### src/rtl/main_bus_arbiter.sv
// Round-robin owner arbiter for the shared main memory bus.
// It holds the grant until the owner is idle, then inserts a turnaround gap. A hold watchdog revokes a stuck owner.
module main_bus_arbiter #(
  parameter int unsigned NUM_REQ    = 4,
  parameter int unsigned ID_W       = $clog2(NUM_REQ),
  parameter int unsigned TURNAROUND = 1,
  parameter int unsigned MAX_HOLD   = 1024
) (
  input  logic               clk,
  input  logic               reset,
  input  logic [NUM_REQ-1:0] abtr_reqcyc,
  input  logic [NUM_REQ-1:0] bus_busy,
  output logic [NUM_REQ-1:0] abtr_grant,
  output logic               grant_valid,
  output logic [ID_W-1:0]    grant_id,
  output logic               timeout_err
);

  localparam int unsigned HOLD_W    = (MAX_HOLD < 2) ? 1 : $clog2(MAX_HOLD + 1);
  localparam int unsigned TURN_W    = 4;
  localparam int unsigned HOLD_LAST = (MAX_HOLD == 0) ? 0 : MAX_HOLD - 1;

  localparam logic [HOLD_W-1:0] HOLD_SAT    = HOLD_W'(MAX_HOLD);
  localparam logic [HOLD_W-1:0] HOLD_LAST_V = HOLD_W'(HOLD_LAST);
  localparam logic [TURN_W-1:0] TURN_INIT   = TURN_W'(TURNAROUND - 1);
  localparam logic [ID_W-1:0]   LAST_ID     = ID_W'(NUM_REQ - 1);
  localparam bit                WD_ENABLE   = (MAX_HOLD != 0);

  typedef enum logic [1:0] {
    ST_IDLE,
    ST_OWN,
    ST_TURN
  } state_e;

  state_e              state_q;
  logic [NUM_REQ-1:0]  grant_q;
  logic                valid_q;
  logic [ID_W-1:0]     id_q;
  logic                timeout_q;
  logic [ID_W-1:0]     rr_ptr_q;
  logic [HOLD_W-1:0]   hold_cnt_q;
  logic [TURN_W-1:0]   turn_cnt_q;

  logic                pick_valid;
  logic [ID_W-1:0]     pick_id;
  int                  scan;
  logic                owner_active;
  logic                wd_hit;
  logic [ID_W-1:0]     next_ptr;

  // First requester at or after rr_ptr, wrapping at NUM_REQ.
  always_comb begin
    pick_valid = 1'b0;
    pick_id    = '0;
    scan       = 0;
    for (int i = 0; i < int'(NUM_REQ); i++) begin
      scan = int'(rr_ptr_q) + i;
      if (scan >= int'(NUM_REQ)) begin
        scan = scan - int'(NUM_REQ);
      end
      if (!pick_valid && abtr_reqcyc[ID_W'(scan)]) begin
        pick_valid = 1'b1;
        pick_id    = ID_W'(scan);
      end
    end
  end

  assign owner_active = abtr_reqcyc[id_q] | bus_busy[id_q];
  assign wd_hit       = WD_ENABLE && (hold_cnt_q == HOLD_LAST_V);
  assign next_ptr     = (id_q == LAST_ID) ? '0 : id_q + ID_W'(1);

  always_ff @(posedge clk) begin
    if (!reset) begin
      state_q    <= ST_IDLE;
      grant_q    <= '0;
      valid_q    <= 1'b0;
      id_q       <= '0;
      timeout_q  <= 1'b0;
      rr_ptr_q   <= '0;
      hold_cnt_q <= '0;
      turn_cnt_q <= '0;
    end else begin
      timeout_q <= 1'b0;
      case (state_q)
        ST_IDLE: begin
          if (pick_valid) begin
            grant_q    <= NUM_REQ'(1) << pick_id;
            valid_q    <= 1'b1;
            id_q       <= pick_id;
            hold_cnt_q <= '0;
            state_q    <= ST_OWN;
          end
        end
        ST_OWN: begin
          // A normal release takes priority, so timeout_err only fires when the owner is still active.
          if (!owner_active || wd_hit) begin
            grant_q    <= '0;
            valid_q    <= 1'b0;
            id_q       <= '0;
            rr_ptr_q   <= next_ptr;
            turn_cnt_q <= TURN_INIT;
            timeout_q  <= owner_active;
            state_q    <= ST_TURN;
          end else if (hold_cnt_q != HOLD_SAT) begin
            hold_cnt_q <= hold_cnt_q + HOLD_W'(1);
          end
        end
        ST_TURN: begin
          if (turn_cnt_q == '0) begin
            state_q <= ST_IDLE;
          end else begin
            turn_cnt_q <= turn_cnt_q - TURN_W'(1);
          end
        end
        default: state_q <= ST_IDLE;
      endcase
    end
  end

  assign abtr_grant  = grant_q;
  assign grant_valid = valid_q;
  assign grant_id    = id_q;
  assign timeout_err = timeout_q;

endmodule

### config.mk
export PLATFORM = sky130hd
export DESIGN_NAME = main_bus_arbiter
export DESIGN_NICKNAME = d
export VERILOG_FILES = /design/src/rtl/main_bus_arbiter.sv
export SDC_FILE = /design/constraint.sdc
export NUM_CORES = 1
export LEC_CHECK = 0
export BUFFER_PORTS_ARGS = -buffer_cell sky130_fd_sc_hd__buf_2
export CORE_MARGIN = 8
export CORE_UTILIZATION = 50
export CTS_CLUSTER_SIZE = 16
export DETAILED_ROUTE_END_ITERATION = 7
export PLACE_DENSITY = 0.81
export SYNTH_ARGS = -nofsm -noshare
export SYNTH_HDL_FRONTEND = slang
export SYNTH_SLANG_ARGS = --single-unit
### constraint.sdc
create_clock -name clk -period 1.96 [get_ports clk]
set_input_delay 0.098 -clock clk [delete_from_list [all_inputs] [get_ports clk]]
set_output_delay 0.098 -clock clk [all_outputs]
set_load 0.02 [all_outputs]
### Word level (Yosys, flattened, before mapping)

Cells that the tools add are included.

* shifts and indexed selects: 1
* muxes and demuxes: 48
* multipliers: 0
* bitwise logic cells: 1
* add/subtract/negate cells: 10
* equal/unequal tests: 11
* div/mod/pow operators: 0
* $lt $le $gt $ge: 9
* reduce and logical (&&, ||, !) cells: 18

Operators with widths (number)
* 2-to-1 mux 11 bit: 3
* 2-to-1 mux 2 bit: 14
* one-hot mux 11 bit (2 select lines): 1
* < comparator 2 x 4 -> 1 bit, second input constant: 4
* 2-to-1 mux 1 bit: 16
* one-hot mux 4 bit (2 select lines): 2
* binary-select mux 1 bit (select 2 bit): 6
* 2-to-1 mux 4 bit: 3
* != test 2 bit, second input constant: 6
* AND reduction 3 bit: 4
* adder 11 x 1 -> 11 bit, second input constant: 1
* == test 11 x 10 -> 1 bit, second input constant: 1
* != test 11 bit, second input constant: 1
* greater-or-equal comparator 3 bit, second input constant: 3
* subtractor 2 x 1 -> 2 bit, second input constant: 4
* adder 2 x 2 -> 3 bit, second input constant: 2
* one-hot mux 2 bit (3 select lines): 1
* == test 2 bit, second input constant: 2
* zero test 1 bit: 4
* zero test 4 bit: 1
* one-hot mux 2 bit (2 select lines): 1
* AND reduction 4 bit: 1
* nonzero test 2 bit: 2
* left shift 1 x 2 -> 4 bit, first input constant: 1
* other kinds (12): 14

* bits in latches: 0
* memories kept: 0
* register bits: 27
* RAM bits: 0
* memory bits (read-only): 0

### Logic depth before layout (Yosys ltp)

Gate-level depths: netlist of run 1.

* word-level depth: 18
* gate-level depth with buffers: 8

### Worst setup path after synthesis of run 1

Ideal clock, no wire load.

* kind: reg2reg
* from: reg id_q[1], in the netlist grant_id[1]
* to: reg hold_cnt_q[7]
* arrival time: 2.123 ns
* stages on the path, launching flop included: 6
* path buffers: 1
* path slack: -0.234 ns
* path through: dfxtp_1 -> mux4_2 -> o41a_1 -> buf_6 -> or3_1 -> a21oi_1

* word-level cells in the longest chain between the ends: 7

RTL lines
* from (decl): RTL line 38 `logic [ID_W-1:0] id_q;`
* from (signal assigned): RTL line 89 `id_q <= pick_id;`
* binary-select mux 1 bit (select 2 bit): RTL line 68 `assign owner_active = abtr_reqcyc[id_q] | bus_busy[id_q];`
* 2-to-1 mux 1 bit (implied by the code): RTL line 68
* bitwise OR 1 bit *: RTL line 68
* zero test 1 bit *: RTL line 96 `if (!owner_active || wd_hit) begin`
* logical OR 1 bit *: RTL line 96
* != test 2 bit (no source line) *
* AND reduction 4 bit (no source line) *
* to (signal assigned): RTL line 105 `hold_cnt_q <= hold_cnt_q + HOLD_W'(1);`
* to (decl): RTL line 41 `logic [HOLD_W-1:0] hold_cnt_q;`

Mark *: on every way between the ends. The rest lies on a longest branch, timed or not. The select of a mux whose other input is x is not followed.
A chain may end at the register's enable or synchronous reset.

### Final worst setup path of run 1

* from: reg hold_cnt_q[0]
* to: reg hold_cnt_q[5]

* word-level cells in the longest chain between the ends: 4

RTL lines (RTL line)
* adder 11 x 1 -> 11 bit or == test 11 x 10 -> 1 bit (tied branches): 105, 69
* 2-to-1 mux 11 bit or logical OR 1 bit (tied branches): 104, 96
* 2-to-1 mux 11 bit or != test 2 bit (tied branches)
* one-hot mux 11 bit (2 select lines) or AND reduction 4 bit (tied branches)

Several ways; a longest one is shown, not always the timed one. The select of a mux whose other input is x is not followed.

==> summary.md, run 1 <==
| Metric | Value |
|---|---|
| Non-Filler Instances | `234` |
| First-pass DRT Iterations | `4` |
| Initial drt markers | `96` |
| Clk pin slew, worst setup/hold paths | `0.14 ns` |
| Max_slew headroom | `56.95%` |
| Site Rows | `19` |
| Mapped Nets | `176` |
| R2r setup slk | `-0.09 ns` |
| Worst Path Max Fanout | `5` |
| Pre-CTS WS | `-0.07901 ns` |
| Post-DP HPWL | `2428 um` |
| Grt total ovfl | `0` |
| Crit-path slowest cell | `or4_1` |
| Clk sinks | `27` |
| Worst reg-to-reg path cell count | `7` |
| Clock power frac | `22.4%` |
| Vias in the first global route | `1,360` |
| Top-count cell post-synth | `dfxtp_1` |
| Status | `finished, violations left` |
| TritonCTS Buffers | `3` |
| Cell Pwr Density | `624.3 nW/um^2` |
| GRT busiest layer | `met2` |
| Clock Latency Late Sink | `0.33 ns` |
| Fillcell total | `228` |
| Tmin final | `2.052 ns` |
| Post-Syn Instances | `161` |
| Most used DFF post-synth | `dfxtp_1` |
| Maximum vdd drop | `441.2 uV` |
| Crit share post-route | `104.7%` |
| Buffers & Inverters on Critical Path | `1` |
| Count of final hold-check violations | `0` |
| Slew Viols, Final | `0` |
| Vias per std cell | `5.996` |
| Critical-path cell list | `ha_4 > nand2_2 > nor4_4 > buf_4 > o41a_1 > or4_1 > a21oi_2` |
| RSZ-0062 raised after global routing | `true` |
| Yosys top cell by area | `dfxtp_1` |
| Power Internal | `0.7687 mW` |
| P&R area growth vs syn | `29.09%` |
| Final setup vio count | `3` |
| Post-layout util | `65.27%` |
| Synth warn | `0` |
| Root Buffer | `clkbuf_4` |
| Synth Register Bits | `27` |
| Maximum root-to-sink buffer count | `2` |
| Number of flops mapped to enable cells by yosys | `0` |
| Clock skew | `0.003347 ns` |
| Drc violations | `0` |
| Crit-path max cell delay | `0.55 ns` |
| # placed instances | `221` |
| Hold Path Class | `in2reg` |
| Initial antenna violation count | `0` |
| Setup_tns | `-0.1133 ns` |
| WHS Path Cells | `3` |
| Mapped Avg Cell Area | `8.362 sq um` |
| Ratio of cells with drive above 1 in the final layout | `30.54%` |
| CP Data Required Time | `2.23 ns` |
| Fraction of registers with async set/reset | `0%` |
| Vias | `1,403` |
| Worst Hold Endpoint | `turn_cnt_q[2]$_SDFFE_PN0P_` |
| Final ANT Viol Nets | `0` |
| CTS tree | `yes` |
| Maximum number of pins on one net before global-route repair | `20` |
| Number of I/O port buffers | `17` |
| Top cells by count, synth | `dfxtp_1, a21oi_1, nand3_1, nor2_1, nand2_1` |
| RD Place Congestion | `0.8529` |
| Aggregate global-route resource usage | `15.55%` |
| First-pass GRT wire length | `5616 um` |
| Layout Nets | `219` |
| Failing checks | `negative setup slack` |
| M2 GR Usage | `28.05%` |
| Avg WL per Cell | `14.82 um` |
| Critical R2R Launch | `hold_cnt_q[0]$_SDFFE_PN0P_` |
| Synth area leaders | `dfxtp_1, a21oi_1, nand3_1` |
| Post-synthesis sequential area ratio | `40.15%` |
| Final wirelength | `3469 um` |
| # diodes | `0` |
| Area share of the largest cell type after synthesis | `40.15%` |
| H-tree levels | `1` |
| I/O Pins | `18` |
| CP endpoint kind | `flop` |
| Hold_sp | `reset` |
| R2r endpoint | `hold_cnt_q[5]$_SDFFE_PN0P_` |
| Worst Setup Path Type | `reg2reg` |
| Setup crit start kind | `flop` |
| Tightest Pin Transition | `0.6408 ns` |
| # hold bufs at CTS | `0` |
| Setup WS post-layout | `-0.09206 ns` |
| Distinct cells, synth | `37` |
| Sw Pwr | `0.3163 mW` |
| Die area | `4609 sq um` |
| Post-Synthesis Cell Area | `1346 sq um` |
| Initial Util | `50.56%` |
| Pleak | `0.6509 nW` |
| Die width | `67.89 um` |
| MaxCap Viol Count | `0` |
| Gate power share | `23.1%` |
| Fmax | `487.3 MHz` |
| Switching part of the total | `29.15%` |
| Sequential share of power | `54.5%` |
| Delay-heaviest family, CP | `simple AND/OR/NAND/NOR gates` |
| Core area | `2663 sq um` |
| CP arrival | `2.32 ns` |
| M3 GR Usage | `2.782%` |
| Die height | `67.89 um` |
| GR Util met1 | `16.39%` |
[stage by stage]
step,hold slack (ns),power (mW),instance area [sq um]
after CTS,0.06566,1.081,1662
after floorplan,0.2610,0.7347,1356
final,0.06929,1.085,1738
after global routing,0.08898,1.136,1738
after detailed placement,0.4281,0.8124,1577
after global placement,0.4155,0.8033,1577
[state kept, by name, indices dropped and copies added (netlist names)]
| name | count |
|---|---|
| state_q | 2 |
| timeout_err | 1 |
| abtr_grant | 4 |
| hold_cnt_q | 11 |
| rr_ptr_q | 2 |
| grant_id | 2 |
| turn_cnt_q | 4 |
| grant_valid | 1 |
[cell usage in the layout, fill, tap and decap left out, drive strengths merged, types with 6 or more instances in the layout]
| cell | n |
|---|---|
| a21oi | 21 |
| buf | 43 |
| dfxtp | 27 |
| inv | 8 |
| nand2 | 11 |
| nand3 | 15 |
| nor2 | 14 |
| nor4 | 6 |
| o21ai | 6 |
[tightest hold or removal path: cells and delay by family]
kind          cells  cell delay, ns
buf+inv           1            0.13
simple gates      1            0.08
mux               1            0.06
[layer usage]
metal | wire, um | vias up | share of wire, %
li1 | - | 685 | -
met1 | 1468 | 668 | 42
met2 | 1772 | 39 | 51
met3 | 139 | 11 | 4.0
met4 | 89 | 0 | 2.6
met5 | 0 | - | 0
[power by group through the flow]
stage | Clock (mW) | Combinational [mW] | Sequential, mW
2_1_floorplan | 0 | 0.121 | 0.614
3_3_place_gp | 0 | 0.203 | 0.600
3_5_place_dp | 0 | 0.210 | 0.602
4_1_cts | 0.254 | 0.235 | 0.591
5_1_grt | 0.268 | 0.273 | 0.596
6_report | 0.243 | 0.251 | 0.592
[worst max path at each step]
stage | from | end | slack [ns] | depth (start not counted)
2_1_floorplan | grant_id[1]$_SDFFE_PN0P_ | hold_cnt_q[6]$_SDFFE_PN0P_ | -0.06 | 4
3_3_place_gp | hold_cnt_q[0]$_SDFFE_PN0P_ | hold_cnt_q[9]$_SDFFE_PN0P_ | 0.006 | 7
3_5_place_dp | hold_cnt_q[0]$_SDFFE_PN0P_ | hold_cnt_q[3]$_SDFFE_PN0P_ | -0.08 | 8
4_1_cts | grant_id[1]$_SDFFE_PN0P_ | hold_cnt_q[5]$_SDFFE_PN0P_ | -0.06 | 4
5_1_grt | hold_cnt_q[1]$_SDFFE_PN0P_ | hold_cnt_q[5]$_SDFFE_PN0P_ | -0.15 | 7
6_report | hold_cnt_q[0]$_SDFFE_PN0P_ | hold_cnt_q[5]$_SDFFE_PN0P_ | -0.09 | 7
[what timing repair did]
| action | 4_1_cts | 5_1_grt |
|---|---|---|
| pin swaps | 10 | 4 |
| endpoints found under the setup margin | 6 | 22 |
| endpoints found under the hold margin | 0 | 0 |
| gates resized for setup | 8 | 13 |
| setup buffers | 4 | 5 |
[kinds of logic (layout without fill, tap and decap cells)]
family | count (synthesis) | count (layout) | share of synthesized area [%]
AOI/OAI and AO/OA | 41 | 41 | 18.77
adders and majority gates | 5 | 5 | 4.647
buffers and inverters | 13 | 55 | 4.553
DFF | 27 | 27 | 40.15
muxes | 5 | 5 | 4.647
and+or+nand+nor | 70 | 70 | 27.23
[layout make-up]
| cell class | count | area [sq um] | area share [%] |
|---|---|---|---|
| Clock buffer | 4 | 26.28 | 1.512 |
| Timing Repair Buffer | 43 | 291.5 | 16.77 |
| Sequential cell | 27 | 554.3 | 31.89 |
| Multi-Input combinational cell | 121 | 797.0 | 45.86 |
| Inverter | 8 | 30.03 | 1.728 |
| Tap cell | 31 | 38.79 | 2.232 |
No activity file was read; power rests on OpenSTA's default activity.
==> inputs of run 2 (changes only) <==
--- a/config.mk
+++ b/config.mk
@@ -5,11 +5,10 @@
 export SDC_FILE = /design/constraint.sdc
 export NUM_CORES = 1
 export LEC_CHECK = 0
-export BUFFER_PORTS_ARGS = -buffer_cell sky130_fd_sc_hd__buf_2
 export CORE_MARGIN = 8
-export CORE_UTILIZATION = 50
-export CTS_CLUSTER_SIZE = 16
+export CORE_UTILIZATION = 55
 export DETAILED_ROUTE_END_ITERATION = 7
+export DONT_BUFFER_PORTS = 1
 export PLACE_DENSITY = 0.81
 export SYNTH_ARGS = -nofsm -noshare
 export SYNTH_HDL_FRONTEND = slang
==> run 2 against run 1 <==
  * Setup slack improved by 0.033 ns
  * Flip-flop and latch count is the same
  * The run still ends with negative setup slack left
  * Die area fell by 7.0%
  * Cell area down 7.1%
  * Critical endpoint unchanged
  * Worst hold slack better by 0.0030 ns
  * Maximum frequency up 1.6%
  * Clock skew increased by 0.0037 ns
  * Highest routed layer unchanged
  * Register-to-register slack improved by 0.03 ns
  * Global-route usage decreased by 0.14 points
==> summary.md, run 2 (same netlist as run 1, synthesis figures left out) <==
| Metric | Value |
|---|---|
| CP endpoint kind | `flop` |
| Cell Pwr Density | `665.0 nW/um^2 (+6.5%)` |
| Core area | `2387 sq um (-10%)` |
| Clk pin slew, worst setup/hold paths | `0.14 ns (about the same)` |
| Final setup vio count | `5 (+2)` |
| Aggregate global-route resource usage | `15.41% (-0.14 points)` |
| Pleak | `0.5642 nW (-13%)` |
| Setup_tns | `-0.1580 ns (-0.04469 ns)` |
| Die area | `4287 sq um (-7.0%)` |
| TritonCTS Buffers | `3 (unchanged)` |
| Maximum vdd drop | `596.7 uV (+35%)` |
| Most frequent cells in the layout | `dfxtp_1, a21oi_1, buf_4, nand3_1, nor2_1` |
| Worst Path Max Fanout | `5 (unchanged)` |
| Final ANT Viol Nets | `0 (unchanged)` |
| Setup WS post-layout | `-0.05948 ns (+0.03257 ns)` |
| Die width | `65.48 um (-3.6%)` |
| # placed instances | `206 (-6.8%)` |
| Failing checks | `negative setup slack` |
| P&R area growth vs syn | `19.89%` |
| Root Buffer | `clkbuf_4` |
| Most common cell after layout, fill and taps aside | `dfxtp_1` |
| Fmax | `495.2 MHz (+1.6%)` |
| Worst Setup Path Type | `reg2reg` |
| Clock Latency Late Sink | `0.35 ns (+0.02 ns)` |
| I/O Pins | `18 (unchanged)` |
| Initial antenna violation count | `0 (unchanged)` |
| Sw Pwr | `0.3249 mW (+2.7%)` |
| MaxCap Viol Count | `0 (unchanged)` |
| First-pass DRT Iterations | `4 (unchanged)` |
| CTS tree | `yes` |
| Post-DP HPWL | `2416 um (-0.50%)` |
| Vias | `1,304 (-7.1%)` |
| Grt total ovfl | `0 (unchanged)` |
| Sequential share of power | `56.1% (+1.6 points)` |
| RSZ-0062 raised after global routing | `true` |
| CP arrival | `2.31 ns (about the same)` |
| Crit share post-route | `103.0% (-1.7 points)` |
| Final wirelength | `3356 um (-3.3%)` |
| Non-Filler Instances | `212 (-9.4%)` |
| Clk sinks | `27 (unchanged)` |
| Setup crit start kind | `flop` |
| Maximum number of pins on one net before global-route repair | `20 (unchanged)` |
| Tightest Pin Transition | `0.7804 ns (+0.1396 ns)` |
| Vias per std cell | `6.151 (+2.6%)` |
| Initial drt markers | `65 (-32%)` |
| Die height | `65.48 um (-3.6%)` |
| Power Internal | `0.7484 mW (-2.6%)` |
| H-tree levels | `1 (unchanged)` |
| Biggest register | `hold_cnt_q` |
| Avg WL per Cell | `15.83 um (+6.8%)` |
| RD Place Congestion | `0.8517 (-0.14%)` |
| Max_slew headroom | `47.57% (-9.4 points)` |
| Vias in the first global route | `1,234 (-9.3%)` |
| Status | `finished, violations left` |
| Clock power frac | `24.1% (+1.7 points)` |
| Tmin final | `2.019 ns (-0.03257 ns)` |
| Layout Nets | `198 (-9.6%)` |
| Number of I/O port buffers | `0 (-17)` |
| Hold Path Class | `in2reg` |
| Drc violations | `0 (unchanged)` |
| Slew Viols, Final | `0 (unchanged)` |
| Maximum root-to-sink buffer count | `2 (unchanged)` |
| Initial Util | `56.39% (+5.8 points)` |
| Switching part of the total | `30.27% (+1.1 points)` |
| Count of final hold-check violations | `0 (unchanged)` |
| CP Data Required Time | `2.25 ns (+0.02 ns)` |
| Clock skew | `0.007030 ns (+0.003682 ns)` |
| Gate power share | `19.7% (-3.4 points)` |
| Ratio of cells with drive above 1 in the final layout | `21.43% (-9.1 points)` |
| # diodes | `0 (unchanged)` |
| First-pass GRT wire length | `5237 um (-6.7%)` |
| Max FFs per register | `11 (unchanged)` |
| Site Rows | `18 (-1)` |
## run 2: cell count changes in the layout (fill, tap and decap cells not counted), sizes merged
cell | before | now
buf | 43 | 21
clkbuf | 4 | 3
inv | 8 | 9
dlygate4sd3 | 0 | 1
## run 2: power groups by stage
stage | Sequential (mW) | Combinational (mW) | Clock, mW
2_1_floorplan | 0.614 | 0.121 | 0
3_3_place_gp | 0.612 | 0.181 | 0
3_5_place_dp | 0.613 | 0.190 | 0
4_1_cts | 0.602 | 0.199 | 0.267
5_1_grt | 0.606 | 0.232 | 0.289
6_report | 0.603 | 0.212 | 0.259
## run 2: final cells by class
type	instances	area, sq um
clock buffer	3	22.52
multi-input combinational	121	799.5
inverter	8	30.03
timing repair buffer	22	171.4
fill	212	773.2
sequential	27	546.8
clock inverter	1	6.256
tap	30	37.54
## run 2: worst paths after layout
path / startpoint / to / slack [ns] / cells after the start
worst min register to register: rr_ptr_q[0]$_SDFFE_PN0P_ / rr_ptr_q[0]$_SDFFE_PN0P_ / 0.49 / 2
worst max-delay path: grant_id[1]$_SDFFE_PN0P_ / hold_cnt_q[5]$_SDFFE_PN0P_ / -0.06 / 4
worst min-delay path: reset / hold_cnt_q[5]$_SDFFE_PN0P_ / 0.07 / 2
worst max register to register: grant_id[1]$_SDFFE_PN0P_ / hold_cnt_q[5]$_SDFFE_PN0P_ / -0.06 / 4
## run 2: timing repair
| item | CTS | global route |
|---|---|---|
| pin swaps | 6 | 2 |
| hold endpoints to repair | 2 | 0 |
| gates resized for setup | 5 | 8 |
| endpoints found under the setup margin | 7 | 9 |
| buffers inserted | 0 | 1 |
| hold buffers | 1 | 0 |
## run 2: per-stage QoR
stage | setup slack [ns] | utilization, % | total power [mW] | area (sq um) | hold WS [ns]
2_1_floorplan | -0.06357 | - | 0.7347 | 1356 | 0.2610
4_1_cts | -0.07156 | 65.99 | 1.068 | 1575 | 0.06770
3_5_place_dp | -0.07887 | 63.36 | 0.8032 | 1513 | 0.2817
3_3_place_gp | 0.02483 | 63.36 | 0.7930 | 1513 | 0.2632
5_1_grt | -0.1181 | 67.61 | 1.127 | 1614 | 0.08830
6_report | -0.05948 | 67.61 | 1.073 | 1614 | 0.07234
## run 2: routing by layer
layer  vias up  share of wire, %  global-route usage [%]
li1        637                 -                       -
met1       622                39                   14.79
met2        34                51                   27.92
met3        11               6.5                   4.932
met4         0               3.0                   9.537
met5         -                 0                       0
## run 2: worst max-delay path, stage by stage (launching register included)
cell and delay, ns:
dfxtp_4 0.38, mux4_2 0.52, o41a_1 0.42, or4_4 0.51, a21oi_2 0.14
